--- config.mk ---
export PLATFORM = sky130hd
export DESIGN_NAME = ps2_rx_apb_ctrl
export DESIGN_NICKNAME = d
export VERILOG_FILES = /design/src/rtl/ps2_pkg.sv /design/src/rtl/ps2_rx_fifo.sv /design/src/rtl/ps2_rx_apb_ctrl.sv
export SDC_FILE = /design/constraint.sdc
export NUM_CORES = 1
export LEC_CHECK = 0
export CAP_MARGIN = 20
export CELL_PAD_IN_SITES_DETAIL_PLACEMENT = 1
export CELL_PAD_IN_SITES_GLOBAL_PLACEMENT = 1
export CORE_ASPECT_RATIO = 1.4
export CORE_UTILIZATION = 43
export DETAILED_ROUTE_END_ITERATION = 12
export PLACE_DENSITY_LB_ADDON = 0.05
export SYNTH_ARGS = -nofsm -noshare
export SYNTH_HDL_FRONTEND = slang
export SYNTH_SLANG_ARGS = --single-unit
--- constraint.sdc ---
create_clock -name pclk -period 2.1 [get_ports pclk]
set_input_delay 0.42 -clock pclk [delete_from_list [all_inputs] [get_ports pclk]]
set_output_delay 0.42 -clock pclk [all_outputs]
set_load 0.02 [all_outputs]
--- src/rtl/ps2_pkg.sv ---
// Purpose: shared constants and types for the PS/2 receive-side APB controller.
// Latency: n/a (declarations only).
// Backpressure: n/a.
package ps2_pkg;

    // APB register byte offsets; paddr[1:0] is not decoded
    localparam logic [3:0] PS2_DATA_OFS = 4'h0;
    localparam logic [3:0] PS2_STAT_OFS = 4'h4;
    localparam logic [3:0] PS2_CTRL_OFS = 4'h8;

    // CTRL register bit positions
    localparam int PS2_CTRL_IRQ_EN  = 0;
    localparam int PS2_CTRL_FLUSH   = 1;
    localparam int PS2_CTRL_OVF_CLR = 2;

    // 4-phase handshake with the PS/2 receiver
    typedef enum logic [1:0] {
        WAIT_REQ  = 2'd0,
        CAPTURE   = 2'd1,
        WAIT_DROP = 2'd2
    } hs_state_t;

endpackage

--- src/rtl/ps2_rx_fifo.sv ---
// Purpose: small synchronous FIFO holding received bytes until the CPU reads them.
// Latency: a push is visible on dout/count the cycle after the push edge.
// Backpressure: push is dropped when full unless a pop happens in the same cycle.
// Ports: clk/nreset (sync, active-low); push/pop/flush strobes; din/dout data;
//        count/full/empty status. Flush wins over push and pop.
module ps2_rx_fifo #(
    parameter int DEPTH = 4,
    parameter int WIDTH = 8
) (
    input  logic                       clk,
    input  logic                       nreset,
    input  logic                       push,
    input  logic                       pop,
    input  logic                       flush,
    input  logic [WIDTH-1:0]           din,
    output logic [WIDTH-1:0]           dout,
    output logic [$clog2(DEPTH):0]     count,
    output logic                       full,
    output logic                       empty
);

    localparam int AW = $clog2(DEPTH);

    logic [WIDTH-1:0] mem [DEPTH];
    logic [AW:0]      wr_ptr;
    logic [AW:0]      rd_ptr;
    logic             wr_en;
    logic             rd_en;

    // Extra MSB on each pointer separates full from empty when low bits match
    assign full  = (wr_ptr[AW] != rd_ptr[AW]) && (wr_ptr[AW-1:0] == rd_ptr[AW-1:0]);
    assign empty = (wr_ptr == rd_ptr);
    assign count = wr_ptr - rd_ptr;
    assign dout  = mem[rd_ptr[AW-1:0]];

    // A pop in the same cycle frees the slot, so a push into a full FIFO still lands
    assign rd_en = pop  && !empty && !flush;
    assign wr_en = push && (!full || rd_en) && !flush;

    always_ff @(posedge clk) begin
        if (!nreset) begin
            wr_ptr <= '0;
            rd_ptr <= '0;
        end else if (flush) begin
            wr_ptr <= '0;
            rd_ptr <= '0;
        end else begin
            if (wr_en) wr_ptr <= wr_ptr + 1'b1;
            if (rd_en) rd_ptr <= rd_ptr + 1'b1;
        end
    end

    always_ff @(posedge clk) begin
        if (wr_en) mem[wr_ptr[AW-1:0]] <= din;
    end

endmodule

--- src/rtl/ps2_rx_apb_ctrl.sv ---
// Purpose: captures bytes from a PS/2 receiver into a FIFO and serves them over APB.
// Latency: rx_receive rise to FIFO entry = SYNC_STAGES+1 pclk; irq 1 pclk behind state.
// Backpressure: none toward the receiver; bytes arriving while full are dropped (ovf).
// Ports: APB slave (psel/penable/pwrite/paddr/pwdata/prdata/pready/pslverr),
//        receiver handshake (rx_receive/rx_data in, rx_done out), level irq.
module ps2_rx_apb_ctrl
    import ps2_pkg::*;
#(
    parameter int FIFO_DEPTH  = 4,
    parameter int SYNC_STAGES = 2
) (
    input  logic       pclk,
    input  logic       nreset,
    input  logic       psel,
    input  logic       penable,
    input  logic       pwrite,
    input  logic [3:0] paddr,
    input  logic [7:0] pwdata,
    output logic [7:0] prdata,
    output logic       pready,
    output logic       pslverr,
    input  logic       rx_receive,
    input  logic [7:0] rx_data,
    output logic       rx_done,
    output logic       irq
);

    localparam int CW = $clog2(FIFO_DEPTH) + 1;

    logic [SYNC_STAGES-1:0] sync_q;
    logic                   rs;
    hs_state_t              hs_state;
    hs_state_t              hs_next;
    logic                   hs_req;

    logic                   access;
    logic                   sel_data;
    logic                   sel_stat;
    logic                   sel_ctrl;
    logic                   fifo_pop;
    logic                   fifo_flush;
    logic                   ovf_clr;
    logic                   ovf_set;
    logic                   ovf;
    logic                   irq_en;

    logic [7:0]             fifo_dout;
    logic [CW-1:0]          fifo_count;
    logic                   fifo_full;
    logic                   fifo_empty;
    logic [2:0]             stat_count;
    logic                   unused_bits;

    assign unused_bits = ^{paddr[1:0], pwdata[7:3]};
    assign pready      = 1'b1;

    // rx_receive comes from the PS/2 clock domain
    always_ff @(posedge pclk) begin
        if (!nreset) sync_q <= '0;
        else         sync_q <= {sync_q[SYNC_STAGES-2:0], rx_receive};
    end
    assign rs = sync_q[SYNC_STAGES-1];

    // Handshake FSM: state register
    always_ff @(posedge pclk) begin
        if (!nreset) hs_state <= WAIT_REQ;
        else         hs_state <= hs_next;
    end

    // Handshake FSM: next state
    always_comb begin
        hs_next = hs_state;
        case (hs_state)
            WAIT_REQ:  if (rs)  hs_next = CAPTURE;
            CAPTURE:            hs_next = WAIT_DROP;
            WAIT_DROP: if (!rs) hs_next = WAIT_REQ;
            default:            hs_next = WAIT_REQ;
        endcase
    end

    // Handshake FSM: outputs. The single WAIT_REQ->CAPTURE edge is the only push.
    always_comb begin
        hs_req  = 1'b0;
        rx_done = 1'b0;
        case (hs_state)
            WAIT_REQ:  hs_req  = rs;
            CAPTURE:   rx_done = 1'b1;
            WAIT_DROP: rx_done = 1'b1;
            default: begin
                hs_req  = 1'b0;
                rx_done = 1'b0;
            end
        endcase
    end

    // APB decode
    assign access   = psel && penable;
    assign sel_data = (paddr[3:2] == PS2_DATA_OFS[3:2]);
    assign sel_stat = (paddr[3:2] == PS2_STAT_OFS[3:2]);
    assign sel_ctrl = (paddr[3:2] == PS2_CTRL_OFS[3:2]);

    assign fifo_pop   = access && !pwrite && sel_data && !fifo_empty;
    assign fifo_flush = access &&  pwrite && sel_ctrl && pwdata[PS2_CTRL_FLUSH];
    assign ovf_clr    = access &&  pwrite && sel_ctrl && pwdata[PS2_CTRL_OVF_CLR];
    assign ovf_set    = hs_req && fifo_full && !fifo_pop;

    ps2_rx_fifo #(
        .DEPTH (FIFO_DEPTH),
        .WIDTH (8)
    ) u_fifo (
        .clk    (pclk),
        .nreset (nreset),
        .push   (hs_req),
        .pop    (fifo_pop),
        .flush  (fifo_flush),
        .din    (rx_data),
        .dout   (fifo_dout),
        .count  (fifo_count),
        .full   (fifo_full),
        .empty  (fifo_empty)
    );

    assign stat_count = 3'(fifo_count);

    always_comb begin
        prdata  = 8'h00;
        pslverr = 1'b0;
        if (access) begin
            if (sel_data) begin
                if (pwrite || fifo_empty) pslverr = 1'b1;
                else                      prdata  = fifo_dout;
            end else if (sel_stat) begin
                if (pwrite) pslverr = 1'b1;
                else        prdata  = {ovf, fifo_full, fifo_empty, 2'b00, stat_count};
            end else if (sel_ctrl) begin
                // flush and ovf_clr are strobes and always read back as 0
                if (!pwrite) prdata = {7'b0, irq_en};
            end else begin
                pslverr = 1'b1;
            end
        end
    end

    // Set beats clear so an overflow in the same cycle as ovf_clr is not lost
    always_ff @(posedge pclk) begin
        if (!nreset) begin
            ovf    <= 1'b0;
            irq_en <= 1'b0;
            irq    <= 1'b0;
        end else begin
            if (ovf_set)      ovf <= 1'b1;
            else if (ovf_clr) ovf <= 1'b0;
            if (access && pwrite && sel_ctrl) irq_en <= pwdata[PS2_CTRL_IRQ_EN];
            irq <= irq_en && (!fifo_empty || ovf);
        end
    end

endmodule

==> reports/qor.txt <==
status: finished with violations
failing checks: setup timing
vias per cell: 5.328
Avg WL per Cell: 19.39 um
mapped cell area: 2233 sq um
flops & latches, synth: 47
Worst Hold Path EP: sync_q[1]
TritonCTS buffer count: 5
syn nets: 202
clock share of power: 29.6%
cts hold-fix bufs: 0
top-count cell post-synth: edfxtp_1
Max-Cap Viols: 0
Synth async-reset ratio: 0%
Switching Share: 26.61%
Final min period: 2226 ps
vias in the first global route: 1812
Max Clock Skew: 10.54 ps
area of the die: 5490 sq um
f_max: 449.2 MHz
initial antenna violation count: 0
Avg Cell Area, Syn: 13.62 sq um
top cell type's share of synthesized area: 43.03%
worst endpoint required time: 1680 ps
Skew-Pair Late Insertion Delay: 310 ps
Psw: 508.4 uW
yosys warns: 0
Hold Violations, Final: 0
Final setup viols: 8
logic gate share of total power: 16.6%
sequential share of the synthesized area: 56.47%
final period utilization: 106.0%
# clock sinks: 47
RePlAce Congestion: 0.8828
Synth Flop Type: edfxtp_1
Lkg Pwr: 0.001181 uW
largest area contributor in the netlist: edfxtp_1
via count: 1561
IO buf count: 29
Internal: 1402 uW
DP HPWL: 4085 um
Area after DPL: 2784 sq um
min-delay worst type: reg2reg
Initial Utilization: 45.42%
Worst Setup Start Kind: flip-flop
largest net degree at the start of global routing: 17
sequential power share: 53.8%
CTS H-tree lvls: 2
IO Pins: 38
Die Height: 87.28 um
area growth from synthesis to layout: 37.87%
crit path max fanout: 5
Synth cell types: 47
HP Start: sync_q[0]
Tot GR Track Use: 22.56%
Data arrival, critical path: 1810 ps
r2r setup slk: 220 ps
Hold WS: 462.2 ps
layout cell share with drive strength beyond 1: 41.92%
hold path cells: 1
Worst R2R Start: u_fifo.wr_ptr[0]
Iter 0 DRT Violations: 50
RSZ-0062 raised after global routing: yes
Final Util: 62.62%
Syn Inst Count: 164
core area: 4917 sq um
Setup CP Type: reg2out
PwrDens: 620.5 nW/um^2
Place WS: -568.6 ps
Die Wd: 62.91 um
first-pass GRT wire length: 9052 um
worst setup margin: -126.4 ps
Post-synth EDFFs: 32
Final Instance Area: 3079 sq um
main area contributors after synthesis: edfxtp_1 43%, dfxtp_1 13%, mux4_2 8.1%
most frequent cells after synthesis: 32 x edfxtp_1, 15 x dfxtp_1, 13 x inv_1
DRC viols: 0
Slew Limit Fails: 0
clock slew at reported path FFs: 100 ps
maximum VDD drop: 0.5924 mV
CTS tree: done
FF-to-FF path depth: 10
Longest Clk Path Bufs: 2
Routed WL: 5680 um
GRT overflow: 0
reg-to-reg endpoint: u_fifo.rd_ptr[1]
row count: 30
DRT antenna net count: 0
CTS root buf: clkbuf_8
Post-layout nets: 266
critical path endpoint category: primary output
Ant. Diodes: 0
first drt pass iteration count: 4
critical path, cell delays in order (launching register included):
cell      delay, ps
dfxtp_2         360
inv_2            60
ha_4            280
nand2_4          60
buf_6           120
o211ai_4        240
and2b_1         240
buf_6           130
layout make-up:
class / count / area, sq um
multi-input cells: 98 / 998.5
repair buffers: 63 / 589.3
inverters: 13 / 48.80
fillers: 475 / 1838
well taps: 64 / 80.08
flip-flops and latches: 47 / 1271
clock buffers: 5 / 68.82
clock inverters: 3 / 22.52
registers in the layout, indices dropped and copies added (netlist names), named ones only:
signal,cells
u_fifo.mem,32
u_fifo.rd_ptr,3
irq,1
hs_state,2
sync_q,2
ovf,1
irq_en,1
u_fifo.wr_ptr,3
repair_timing:
action / 4_1_cts / 5_1_grt
buffers inserted: 4 / 4
setup endpoints to repair: 33 / 34
gates resized for setup: 82 / 15
pin swaps: 8 / 8
per-stage QoR:
stage,setup TNS (ps),total power [uW],instances
after floorplan,0,1206,164
after global placement,-13180,1310,277
after detailed placement,-15960,1342,277
after CTS,-585.4,1915,289
after global routing,-1185,1987,293
final,-692.3,1911,293
how the worst max path moves through the flow:
stage / slack (ps) / endpoint / from / cells past startpoint
finish: -130 / prdata[4] / u_fifo.wr_ptr[0] / 7
global route: -180 / prdata[2] / u_fifo.wr_ptr[0] / 7
CTS: -110 / prdata[4] / u_fifo.wr_ptr[0] / 7
detailed placement: -570 / prdata[1] / penable / 5
global placement: -550 / prdata[7] / penable / 5
floorplan: 3 / prdata[0] / u_fifo.wr_ptr[0] / 6
cells in the final DEF (no fill, tap or decap), types with 3 or more instances in the layout:
master	synthesis	routed
mux4_2	8	8
nand2_1	8	7
and2_1	3	3
nor2_1	12	10
dfxtp_2	0	5
dlygate4sd2_1	0	3
nand3_1	8	6
ha_1	11	9
a21oi_1	5	5
dfxtp_1	15	9
dlymetal6s2s_1	0	3
buf_4	1	31
clkbuf_8	1	5
and3_2	3	3
mux2i_1	3	3
buf_6	1	10
inv_1	13	11
edfxtp_1	32	32
clkdlybuf4s50_1	0	14
per-layer routing:
layer	up-vias	share of wire (%)	routed length [um]	global-route usage, %
li1	731	-	-	-
met1	772	34	1911	20.69
met2	45	60	3401	45.45
met3	13	3.7	212	4.843
met4	0	2.7	155	11.21
met5	-	0	0	0
kinds of logic after synthesis:
kind of cell | after synthesis | synth area share, %
buffers and inverters | 19 | 4.202
XOR/XNOR | 3 | 2.017
adder cells (fa/ha/maj) | 12 | 7.059
multiplexers | 11 | 9.412
other | 1 | 0.1679
AND/OR/NAND/NOR | 46 | 11.54
flip-flops | 47 | 56.47
AO/OA/AOI/OAI | 25 | 9.132
power groups by stage:
stage	registers, uW	logic [uW]	clock network [uW]
after floorplan	1050	160	0
after global placement	1050	265	0
after detailed placement	1050	292	0
after CTS	1030	313	573
after global routing	1030	354	602
final	1030	318	565
Note: power is estimated with default switching activity, not from simulation.
